File: src/rtl/mem_access_unit.sv
// mem_access_unit
//   CPU-side initiator for a data memory. Takes one load/store per request
//   handshake, drives the memory's address/mode/raw data/write-enable, waits
//   out the read latency and returns size-masked, sign/zero-extended load data
//   (or a plain ack for stores). Misaligned or illegal-size requests are
//   answered with resp_err=1 and never reach the memory.
// Ports
//   clock, reset                 : single clock, asynchronous active-high reset
//   req_valid/req_ready          : request handshake (ready only while idle)
//   req_write/size/signed/addr/wdata : request fields, latched on accept
//   resp_valid/resp_ready        : response handshake, response held until taken
//   resp_data/resp_err           : extended load data (0 for stores/errors), error flag
//   mem_raw_data/address/wren/mode : registered drive into the data memory
//   mem_q                        : memory read data, addressed item in low bits
module mem_access_unit #(
  parameter int DATA_WIDTH  = 32,
  parameter int ADDR_WIDTH  = 32,
  parameter int MEM_LATENCY = 1
) (
  input  logic                  clock,
  input  logic                  reset,
  input  logic                  req_valid,
  output logic                  req_ready,
  input  logic                  req_write,
  input  logic [1:0]            req_size,
  input  logic                  req_signed,
  input  logic [ADDR_WIDTH-1:0] req_addr,
  input  logic [DATA_WIDTH-1:0] req_wdata,
  output logic                  resp_valid,
  input  logic                  resp_ready,
  output logic [DATA_WIDTH-1:0] resp_data,
  output logic                  resp_err,
  output logic [DATA_WIDTH-1:0] mem_raw_data,
  output logic [ADDR_WIDTH-1:0] mem_address,
  output logic                  mem_wren,
  output logic [1:0]            mem_mode,
  input  logic [DATA_WIDTH-1:0] mem_q
);

  localparam int CNT_W = (MEM_LATENCY > 1) ? $clog2(MEM_LATENCY) : 1;
  localparam logic [CNT_W-1:0] CNT_INIT = CNT_W'(MEM_LATENCY - 1);

  typedef enum logic [1:0] {S_IDLE, S_ISSUE, S_WAIT, S_RESP} state_t;

  state_t                state_q, state_d;
  logic [CNT_W-1:0]      cnt_q, cnt_d;
  logic                  write_q, write_d;
  logic                  signed_q, signed_d;
  logic                  req_ready_q, req_ready_d;
  logic                  resp_valid_q, resp_valid_d;
  logic                  resp_err_q, resp_err_d;
  logic [DATA_WIDTH-1:0] resp_data_q, resp_data_d;
  logic [DATA_WIDTH-1:0] mem_raw_data_q, mem_raw_data_d;
  logic [ADDR_WIDTH-1:0] mem_address_q, mem_address_d;
  logic                  mem_wren_q, mem_wren_d;
  logic [1:0]            mem_mode_q, mem_mode_d;

  logic                  req_bad;
  logic [DATA_WIDTH-1:0] load_ext;

  // Size code 11 is illegal; halves need even addresses, words 4-byte aligned.
  assign req_bad = (req_size == 2'b11) ||
                   (req_size == 2'b01 && req_addr[0]) ||
                   (req_size == 2'b00 && req_addr[1:0] != 2'b00);

  // mem_mode_q doubles as the latched request size; it is held from ISSUE
  // through WAIT, so it is valid when mem_q is captured.
  always_comb begin
    load_ext = mem_q;
    case (mem_mode_q)
      2'b10:   load_ext = {{(DATA_WIDTH-8){signed_q & mem_q[7]}}, mem_q[7:0]};
      2'b01:   load_ext = {{(DATA_WIDTH-16){signed_q & mem_q[15]}}, mem_q[15:0]};
      default: load_ext = mem_q;
    endcase
  end

  always_comb begin
    state_d        = state_q;
    cnt_d          = cnt_q;
    write_d        = write_q;
    signed_d       = signed_q;
    req_ready_d    = req_ready_q;
    resp_valid_d   = resp_valid_q;
    resp_err_d     = resp_err_q;
    resp_data_d    = resp_data_q;
    mem_raw_data_d = mem_raw_data_q;
    mem_address_d  = mem_address_q;
    mem_wren_d     = mem_wren_q;
    mem_mode_d     = mem_mode_q;

    case (state_q)
      S_IDLE: begin
        if (req_valid && req_ready_q) begin
          req_ready_d = 1'b0;
          if (req_bad) begin
            // Rejected requests skip the memory entirely.
            state_d      = S_RESP;
            resp_valid_d = 1'b1;
            resp_err_d   = 1'b1;
            resp_data_d  = '0;
          end else begin
            state_d        = S_ISSUE;
            write_d        = req_write;
            signed_d       = req_signed;
            mem_address_d  = req_addr;
            mem_mode_d     = req_size;
            mem_raw_data_d = req_wdata;
            mem_wren_d     = req_write;   // write strobe lives only in ISSUE
          end
        end
      end
      S_ISSUE: begin
        mem_wren_d = 1'b0;
        if (write_q) begin
          state_d      = S_RESP;
          resp_valid_d = 1'b1;
          resp_err_d   = 1'b0;
          resp_data_d  = '0;
        end else begin
          state_d = S_WAIT;
          cnt_d   = CNT_INIT;
        end
      end
      S_WAIT: begin
        if (cnt_q == '0) begin
          state_d      = S_RESP;
          resp_valid_d = 1'b1;
          resp_err_d   = 1'b0;
          resp_data_d  = load_ext;
        end else begin
          cnt_d = cnt_q - 1'b1;
        end
      end
      S_RESP: begin
        if (resp_ready) begin
          state_d      = S_IDLE;
          req_ready_d  = 1'b1;
          resp_valid_d = 1'b0;
          resp_err_d   = 1'b0;
          resp_data_d  = '0;
        end
      end
      default: begin
        state_d      = S_IDLE;
        req_ready_d  = 1'b1;
        resp_valid_d = 1'b0;
        mem_wren_d   = 1'b0;
      end
    endcase
  end

  always_ff @(posedge clock or posedge reset) begin
    if (reset) begin
      state_q        <= S_IDLE;
      cnt_q          <= '0;
      write_q        <= 1'b0;
      signed_q       <= 1'b0;
      req_ready_q    <= 1'b1;
      resp_valid_q   <= 1'b0;
      resp_err_q     <= 1'b0;
      resp_data_q    <= '0;
      mem_raw_data_q <= '0;
      mem_address_q  <= '0;
      mem_wren_q     <= 1'b0;
      mem_mode_q     <= 2'b00;
    end else begin
      state_q        <= state_d;
      cnt_q          <= cnt_d;
      write_q        <= write_d;
      signed_q       <= signed_d;
      req_ready_q    <= req_ready_d;
      resp_valid_q   <= resp_valid_d;
      resp_err_q     <= resp_err_d;
      resp_data_q    <= resp_data_d;
      mem_raw_data_q <= mem_raw_data_d;
      mem_address_q  <= mem_address_d;
      mem_wren_q     <= mem_wren_d;
      mem_mode_q     <= mem_mode_d;
    end
  end

  assign req_ready    = req_ready_q;
  assign resp_valid   = resp_valid_q;
  assign resp_err     = resp_err_q;
  assign resp_data    = resp_data_q;
  assign mem_raw_data = mem_raw_data_q;
  assign mem_address  = mem_address_q;
  assign mem_wren     = mem_wren_q;
  assign mem_mode     = mem_mode_q;

endmodule

File: config.mk
export PLATFORM = sky130hd
export DESIGN_NAME = mem_access_unit
export DESIGN_NICKNAME = d
export VERILOG_FILES = /design/src/rtl/mem_access_unit.sv
export SDC_FILE = /design/constraint.sdc
export NUM_CORES = 1
export LEC_CHECK = 0
export BUFFER_PORTS_ARGS = -buffer_cell sky130_fd_sc_hd__buf_2
export CAP_MARGIN = 20
export CELL_PAD_IN_SITES_DETAIL_PLACEMENT = 1
export CELL_PAD_IN_SITES_GLOBAL_PLACEMENT = 2
export CORE_AREA = 2 2 128 130
export CTS_CLUSTER_SIZE = 30
export DETAILED_ROUTE_END_ITERATION = 7
export DIE_AREA = 0 0 130 132
export PLACE_DENSITY = 0.74
export SYNTH_ARGS = -nofsm -noshare
export SYNTH_HDL_FRONTEND = slang
export SYNTH_SLANG_ARGS = --single-unit
File: constraint.sdc
create_clock -name clock -period 4.2 [get_ports clock]
set_input_delay 0.42 -clock clock [delete_from_list [all_inputs] [get_ports clock]]
set_output_delay 0.42 -clock clock [all_outputs]
set_load 0.02 [all_outputs]
==> results of run 1 <==
## cells by family after synthesis
| group | Yosys count |
|---|---|
| DFF | 106 |
| AOI/OAI and AO/OA | 35 |
| buffers and inverters | 51 |
| and+or+nand+nor | 29 |
| muxes | 104 |
| adders and majority gates | 7 |
## sequential cells by signal, summed over array words and instances, names as in the netlist
name          cells
mem_address      32
mem_raw_data     32
resp_data        32
mem_mode          2
state_q           2
mem_wren          1
req_ready         1
resp_err          1
resp_valid        1
signed_q          1
write_q           1
## final cells by class
type | instances | area (um^2)
Clock buffer | 10 | 239
Clock inverter | 6 | 90.1
Fill cell | 1750 | 9590
Inverter | 33 | 126
Multi-Input combinational cell | 175 | 1660
Sequential cell | 106 | 2650
Tap cell | 216 | 270
Timing Repair Buffer | 210 | 1080
## how the worst max path moves through the flow
stage | startpoint | to | slack, ns | cells past startpoint
floorplan | reset | mem_address[0]$_DFFE_PP0P_ | 0.99 | 1
global placement | req_addr[1] | mem_address[3]$_DFFE_PP0P_ | 1.52 | 6
CTS | state_q[0]$_DFFE_PP0P_ | mem_address[3]$_DFFE_PP0P_ | 1.69 | 5
detailed placement | req_addr[1] | mem_address[0]$_DFFE_PP0P_ | 1.45 | 6
finish | state_q[0]$_DFFE_PP0P_ | mem_address[3]$_DFFE_PP0P_ | 1.77 | 5
global route | state_q[0]$_DFFE_PP0P_ | mem_address[0]$_DFFE_PP0P_ | 1.56 | 5
## where the power goes
part | leakage [nW] | internal [W] | switching [W]
sequential | 1.35 | 0.00149 | 0.000249
clock | 0.159 | 0.000540 | 0.000384
combinational | 1.82 | 0.00101 | 0.00137
total | 3.32 | 0.00305 | 0.00200
## per-stage QoR
step           hold WS, ns  area (um^2)  worst slack, ns  util (%)
6_report            0.0489         6130             1.77      39.0
5_1_grt             0.0589         6130             1.56      39.0
4_1_cts              0.275         6100             1.69      38.8
3_5_place_dp         0.488         5770             1.45      36.7
3_3_place_gp         0.483         5770             1.52      36.7
2_1_floorplan        0.494         4520            0.993         -
## cell usage in the layout (no fill, tap or decap), types with 2 or more instances in the layout
master,count
nor2_1,2
nand2_1,13
clkbuf_16,9
nor2b_1,10
a21oi_1,26
mux2_4,9
buf_4,4
dfrtp_1,105
ha_1,7
inv_1,32
mux2_2,85
bufinv_16,2
buf_2,205
clkinv_4,2
mux2i_1,10
## layer usage
layer / vias up / GRT usage [%]
met5: - / 0
met4: 4 / 5.79
met3: 17 / 4.87
met2: 125 / 24.1
met1: 1621 / 15.6
li1: 1523 / -
==> results.ini, run 1 <==
[synth]
yosys_warnings=0
yosysUniqueCellTypes=29
synthXorXnorAreaFrac_pct=0
synth-compound-area-share_pct=4.90
syn_nets=443
synthMuxAreaShare_pct=26.4
synthAdderAreaFrac_pct=1.94
synth_most_common_cell=dfrtp_1
yosys.area_share.simple_pct=3.41
synth.avg_cell_area_um2=13.6
synth_edf_count=0
synth.cell_area_um2=4520
synthTopCellsByArea=dfrtp_1 (58%), mux2_2 (21%), mux2_4 (3.0%), a21oi_1 (2.9%), inv_1 (2.7%)
ys_seq_area_share_pct=58.7
yosys.area.top_type=dfrtp_1
synth_top_family_by_area=multiplexers
dominantRegCellSynth=dfrtp_1
synth_top_cell_area_share_pct=58.2
synth_common_cells=dfrtp_1 (105), mux2_2 (85), inv_1 (33)
synthCells=332
synthArstFlopShare_pct=100
synth-seq-cells=106

[final_layout]
layout.cells.non_filler=756
nets=646
n_antenna_cell=0
syn_to_final_growth_pct=35.6
drive_above_1_share_pct=60.4

[die]
row_count=46
initial_core_util_pct=28.8
ios=206
core_area_um2=15700
fp.dieArea_um2=17200
die_h_um=132
die_w_um=130

[sta]
finClkSkew_ns=0.00802
finalCritPeriodShare_pct=57.8
hold_viol_final=0
tightestPinTransition_ns=0.667
finalSetupViolations=0
relSlewSlack_pct=55.6
fmax_mhz=412
slew_viol_final=0
fin_setup_tns_ns=0
rsz0062_at_grt=false
fin_crit_ns=2.43

[clock_tree]
clk_pin_slew_worst_paths_ns=0.07
cts_tree=yes
clock-sinks=106
clock_latency_ns=0.35
clk_path_buf_depth=2
cts_buffers=9
postCtsHoldBufs=0
root_buffer=clkbuf_16
cts_resized=0
post-cts-setup-buffers=0
htree_levels=3

[placed_design]
port_buffers=205
gp_congestion=0.709
dp_cells=739
hpwl_um=8590

[detailed_routing]
drt_wl_total_um=11700
wl_met1_um=4680
met2_length_um=5830
vias_per_cell=4.35
dr.pass1.iters=4
drtAntennaViolNets=0
wl_met3_um=903
post_drt_wl_per_cell_um=15.5
drtIter0Drc=73
route.detailed.drc=0
num_vias=3290
top_layer=met5

[pwr]
power.leakage_nw=3.32
powerDensity_nw_per_um2=824
max-vdd-ir-drop_mv=0.296
power_w=0.00505

[global_routing]
grt_pass1_vias=3570
grtUsageTotal_pct=14.0
grt_start_max_net_pins=77
overflow=0
antenna_found_initial=2
grt_pass1_wl_um=18600

[worst_setup_path]
required_ns=4.43
crit_family=buffers and inverters
worstPathMaxFanout=40
arrival_ns=2.66
cp-start-kind=flop
r2r-end=mem_address[3]$_DFFE_PP0P_
reg2reg_slack_ns=1.77
slowest_delay_ns=0.51
worst_r2r_startpoint=state_q[0]$_DFFE_PP0P_
cp_cell_sequence=inv_1 > ha_1 > nand4_4 > buf_4 > mux2_4
path_buf_inv=2
path_class=flop to flop
r2r_cells=5
cp-end-kind=flop
cp_slowest_cell=buf_4

[run]
drv_cap=0

[hold_path]
min_path_type=input port to async pin

[run_status]
status=complete, no violations

(Power assumes the default switching activity.)
==> run 2: changes to the inputs <==
--- a/config.mk
+++ b/config.mk
@@ -9,11 +9,11 @@
 export CAP_MARGIN = 20
 export CELL_PAD_IN_SITES_DETAIL_PLACEMENT = 1
 export CELL_PAD_IN_SITES_GLOBAL_PLACEMENT = 2
-export CORE_AREA = 2 2 128 130
+export CORE_AREA = 2 2 135 137
 export CTS_CLUSTER_SIZE = 30
 export DETAILED_ROUTE_END_ITERATION = 7
-export DIE_AREA = 0 0 130 132
-export PLACE_DENSITY = 0.74
+export DIE_AREA = 0 0 137 139
+export PLACE_DENSITY = 0.7
 export SYNTH_ARGS = -nofsm -noshare
 export SYNTH_HDL_FRONTEND = slang
 export SYNTH_SLANG_ARGS = --single-unit
==> constraint.sdc (replaced) <==
create_clock -name clock -period 2 [get_ports clock]
set_input_delay 0.2 -clock clock [delete_from_list [all_inputs] [get_ports clock]]
set_output_delay 0.2 -clock clock [all_outputs]
set_load 0.02 [all_outputs]
==> run 2 against run 1 <==
Against the previous run:
- the run now ends with hold timing, setup timing left
- die area increased by 11%
- fmax is 21% higher
- clock skew shrank 0.0012 ns
- sequential power rose by 110%
- critical endpoint is now resp_data[31]$_DFFE_PP0P_
- largest power group unchanged
- via count rose by 1.9%
- clock-buffer cell count stayed put
- design area increased by 5.5%
- largest cell class unchanged
==> results.ini, run 2 (synthesis results as in run 1) <==
[clock_tree]
htree_levels=3
clk_path_buf_depth=2
cts_tree=yes
root_buffer=clkbuf_16
clock_latency_ns=0.35
clk_pin_slew_worst_paths_ns=0.07
clock-sinks=106
cts_buffers=9

[sta]
hold_viol_final=17
relSlewSlack_pct=57.0
rsz0062_at_grt=true
finalCritPeriodShare_pct=100
finClkSkew_ns=0.00684
fin_crit_ns=2.00
tightestPinTransition_ns=0.644
finalSetupViolations=1
worst_hold_slack_ns=-0.0395
slew_viol_final=0
postLayoutSetupSlackWorst_ns=-0.000255
fmax_mhz=500

[worst_setup_path]
cp_cell_sequence=ha_2 > nor2b_4 > a21o_1 > a221oi_4 > buf_6 > clkbuf_16 > mux2_4
crit_path_start=state_q[1]$_DFFE_PP0P_
path_class=flop to flop
r2r-end=resp_data[31]$_DFFE_PP0P_
cp_slowest_cell=dfrtp_1
reg2reg_slack_ns=-0.0003
critPathCapture=resp_data[31]$_DFFE_PP0P_
slowest_delay_ns=0.42
cp-start-kind=flop
worst_r2r_startpoint=state_q[1]$_DFFE_PP0P_
required_ns=2.23
cp-end-kind=flop
r2r_cells=7
arrival_ns=2.23
worstPathMaxFanout=8

[detailed_routing]
drtIter0Drc=61
num_vias=3354
drtAntennaViolNets=0
post_drt_wl_per_cell_um=15.6
drt_wl_total_um=12300
route.detailed.drc=0
vias_per_cell=4.26
dr.pass1.iters=4

[global_routing]
antenna_found_initial=0
grt_pass1_wl_um=18400
overflow=0
grtUsageTotal_pct=12.3
grt_pass1_vias=3569
grt_start_max_net_pins=107

[placed_design]
gp_congestion=0.736
hpwl_um=8620
port_buffers=205
dp_slack_ns=0.0392

[final_layout]
nets=665
drive_above_1_share_pct=62.6
n_antenna_cell=0
final_cell_mix=buf_2 (205), dfrtp_1 (105), mux2_2 (62), inv_1 (32), mux2_4 (32)
final_common_cell=buf_2
syn_to_final_growth_pct=43.1

[hold_path]
min_path_type=input port to async pin

[die]
initial_core_util_pct=25.6
row_count=49
ios=206
die_w_um=137
fp.dieArea_um2=19000
die_h_um=139
core_area_um2=17700

[pwr]
power.leakage_nw=3.50
powerDensity_nw_per_um2=1780
max-vdd-ir-drop_mv=0.993

[run_status]
violations=hold timing, setup timing
status=complete, but fails checks

[run]
drv_cap=0

==> run 2: changes by cell type in the layout (fill, tap and decap cells not counted), moves of 2 or more <==
cell	previous run	this run
buf_12	0	5
buf_4	4	12
buf_6	0	2
buf_8	0	2
bufinv_16	2	0
clkbuf_16	9	12
clkinvlp_4	1	3
ha_1	7	4
ha_2	0	3
mux2_2	85	62
mux2_4	9	32
==> run 2: cell type report <==
class                           count  area, um^2
Tap cell                          229         287
Timing Repair Buffer              229        1340
Sequential cell                   106        2650
Clock inverter                      6        42.5
Inverter                           33         128
Fill cell                        1976       11200
Multi-Input combinational cell    175        1770
Clock buffer                       10         239
==> run 2: worst min-delay path by stage <==
stage / start / endpoint / cells after the start
final: reset / mem_raw_data[10]$_DFFE_PP0P_ / 3
after global routing: reset / mem_raw_data[10]$_DFFE_PP0P_ / 3
after CTS: reset / mem_raw_data[10]$_DFFE_PP0P_ / 3
after detailed placement: reset / mem_raw_data[10]$_DFFE_PP0P_ / 3
after global placement: reset / mem_raw_data[10]$_DFFE_PP0P_ / 3
after floorplan: mem_q[7] / resp_data[7]$_DFFE_PP0P_ / 2
==> run 2: stage by stage <==
stage | power [W] | utilization, % | TNS (ns) | cell area, um^2 | instances
3_5_place_dp | 0.00897 | 33.4 | 0 | 5900 | 759
4_1_cts | 0.0107 | 35.0 | 0 | 6180 | 775
3_3_place_gp | 0.00876 | 33.4 | 0 | 5900 | 759
6_report | 0.0115 | 36.6 | -0.000255 | 6460 | 788
2_1_floorplan | 0.00709 | - | -1.30 | 4530 | 332
5_1_grt | 0.0123 | 36.6 | -1.63 | 6460 | 788
==> run 2: layer usage <==
metal	GRT usage (%)	part of all wire (%)
met3	3.51	7.3
met1	14.4	41
met4	5.59	2.2
met5	0	0
met2	20.7	50
==> run 2: worst max-delay path: cells and delay by family, from the launching register on <==
family,cells,cell delay [ns]
multiplexers,1,0.30
buffers and inverters,2,0.37
adder cells (fa/ha/maj),1,0.21
AO/OA/AOI/OAI,2,0.47
flip-flops,1,0.42
AND/OR/NAND/NOR,1,0.12
==> run 2: report_power, final <==
group / switching, W / internal [W]
clock network: 0.000807 / 0.000879
logic: 0.00317 / 0.00296
registers: 0.000552 / 0.00314
==> run 2: timing repair <==
item | CTS | global route
hold buffers | 0 | 0
hold endpoints to repair | 0 | 0
gates resized for setup | 0 | 35
endpoints found under the setup margin | 0 | 25
buffers inserted | 0 | 10
==> run 3: changes to the inputs <==
--- a/config.mk
+++ b/config.mk
@@ -14,6 +14,7 @@
 export DETAILED_ROUTE_END_ITERATION = 7
 export DIE_AREA = 0 0 137 139
 export PLACE_DENSITY = 0.7
+export SETUP_SLACK_MARGIN = 0.05
 export SYNTH_ARGS = -nofsm -noshare
 export SYNTH_HDL_FRONTEND = slang
 export SYNTH_SLANG_ARGS = --single-unit
==> run 3 against run 2 <==
Against the previous run:
- the flow now finishes without violations
- non-clock buffer count down 3
- setup slack improved by 0.063 ns
- via count is 0.75% higher
- fmax rose by 3.2%
- sequential cell count is the same
- power increased by 1.6%
- worst hold slack improved by 0.049 ns
- clock power increased by 13%
- sequential share of layout area barely moved
- routed wire length is 2.3% higher
==> results.ini, run 3 (synthesis results as in run 1) <==
[die]
die_w_um=137
fp.dieArea_um2=19000
ios=206
core_area_um2=17700
initial_core_util_pct=25.6
row_count=49
die_h_um=139

[final_layout]
design_area_um2=6470
n_antenna_cell=0
final_cell_mix=buf_2 (205), dfrtp_1 (102), mux2_2 (72), inv_1 (30), a21oi_1 (26)
layout.cells.non_filler=785
drive_above_1_share_pct=63.1
nets=662
regArea_um2=2660
fill_cells=1980
final_common_cell=buf_2
syn_to_final_growth_pct=43.2
multi_input_area_um2=1740
finish.utilization_pct=36.6

[global_routing]
grt_pass1_wl_um=19900
grt_start_max_net_pins=107
grtUsageTotal_pct=13.4
overflow=0
antenna_found_initial=0
grt_pass1_vias=3812

[pwr]
max-vdd-ir-drop_mv=0.727
power.leakage_nw=3.48
powerDensity_nw_per_um2=1810

[placed_design]
dpl_cell_area_um2=5900
hpwl_um=8770
gp_congestion=0.688
port_buffers=205
dp_cells=758

[sta]
fmax_mhz=516
worst_hold_slack_ns=0.00942
relSlewSlack_pct=61.9
fin_setup_tns_ns=0
hold_viol_final=0
finalSetupViolations=0
rsz0062_at_grt=true
slew_viol_final=0
fin_crit_ns=1.94
finClkSkew_ns=0.00523
tightestPinTransition_ns=0.571
finalCritPeriodShare_pct=96.9

[clock_tree]
root_buffer=clkbuf_16
cts_tree=yes
clk_path_buf_depth=2
clock-sinks=106
htree_levels=3
clock_latency_ns=0.34
cts_buffers=9
postCtsHoldBufs=0
clk_pin_slew_worst_paths_ns=0.07

[detailed_routing]
drtAntennaViolNets=0
drt_wl_total_um=12600
num_vias=3379
post_drt_wl_per_cell_um=16.1
route.detailed.drc=0
vias_per_cell=4.30
dr.pass1.iters=4
drtIter0Drc=83

[worst_setup_path]
path_class=flop to flop
cp-end-kind=flop
arrival_ns=2.17
required_ns=2.23
cp-start-kind=flop
worstPathMaxFanout=8

[run]
drv_cap=0

[run_status]
status=complete, no violations

[hold_path]
min_path_type=input port to async pin

-- run 3: changes by cell type in the layout (fill, tap and decap cells not counted), sizes merged --
| cell | delta |
|---|---|
| buf | -2 |
| bufinv | +2 |
| clkinv | -2 |
| clkinvlp | -1 |
-- run 3: cell type report --
class                   count  share of cell area (%)
clock buffers              11                    3.75
clock inverters             5                    1.20
inverters                  33                    1.97
multi-input cells         175                    27.0
flip-flops and latches    106                    41.1
well taps                 229                    4.43
repair buffers            226                    20.6
-- run 3: per-layer routing --
layer	up-vias	share of wire, %	wire length, um	GRT usage [%]
li1	1555	-	-	-
met1	1681	40	5090	15.4
met2	127	50	6360	22.8
met3	16	7.1	895	4.13
met4	0	2.1	263	5.64
met5	-	0	0	0
-- run 3: worst paths after layout --
| path | start | to | slack, ns | depth (start not counted) |
|---|---|---|---|---|
| worst max-delay path | state_q[0]$_DFFE_PP0P_ | resp_data[11]$_DFFE_PP0P_ | 0.06 | 7 |
| worst min-delay path | reset | mem_address[24]$_DFFE_PP0P_ | 0.009 | 3 |
| worst max register to register | state_q[0]$_DFFE_PP0P_ | resp_data[11]$_DFFE_PP0P_ | 0.06 | 7 |
| worst min register to register | mem_raw_data[7]$_DFFE_PP0P_ | mem_raw_data[7]$_DFFE_PP0P_ | 0.50 | 1 |
| max in group asynchronous | reset | mem_mode[0]$_DFFE_PP0P_ | 1.53 | 3 |
| min in group clock | req_addr[5] | mem_address[5]$_DFFE_PP0P_ | 0.08 | 2 |
-- run 3: stage by stage --
stage          total power [W]  worst slack (ns)
6_report                0.0117            0.0626
4_1_cts                 0.0115            0.0431
2_1_floorplan          0.00719            0.0375
3_5_place_dp           0.00901            0.0109
5_1_grt                 0.0125           0.00309
3_3_place_gp           0.00878            0.0911
-- run 3: what timing repair did --
item / 4_1_cts / 5_1_grt
endpoints found under the setup margin: 25 / 34
cloned: 2 / 2
gates resized for setup: 5 / 20
hold endpoints to repair: 0 / 0
buffers inserted: 7 / 0
pin swaps: 1 / 3
-- run 3: critical path, cell delays in order (launching register included) --
cell      delay, ns
dfrtp_2        0.46
ha_4           0.18
nor2b_4        0.12
a21o_1         0.18
a221oi_4       0.23
buf_6          0.19
buf_16         0.14
mux2_2         0.33
-- run 3: report_power, final --
part / total [W] / switching (W) / internal, W / leakage [nW]
Clock: 0.00191 / 0.000784 / 0.00113 / 0.156
Combinational: 0.00608 / 0.00317 / 0.00292 / 1.98
Sequential: 0.00369 / 0.000544 / 0.00315 / 1.34
Total: 0.0117 / 0.00450 / 0.00719 / 3.48
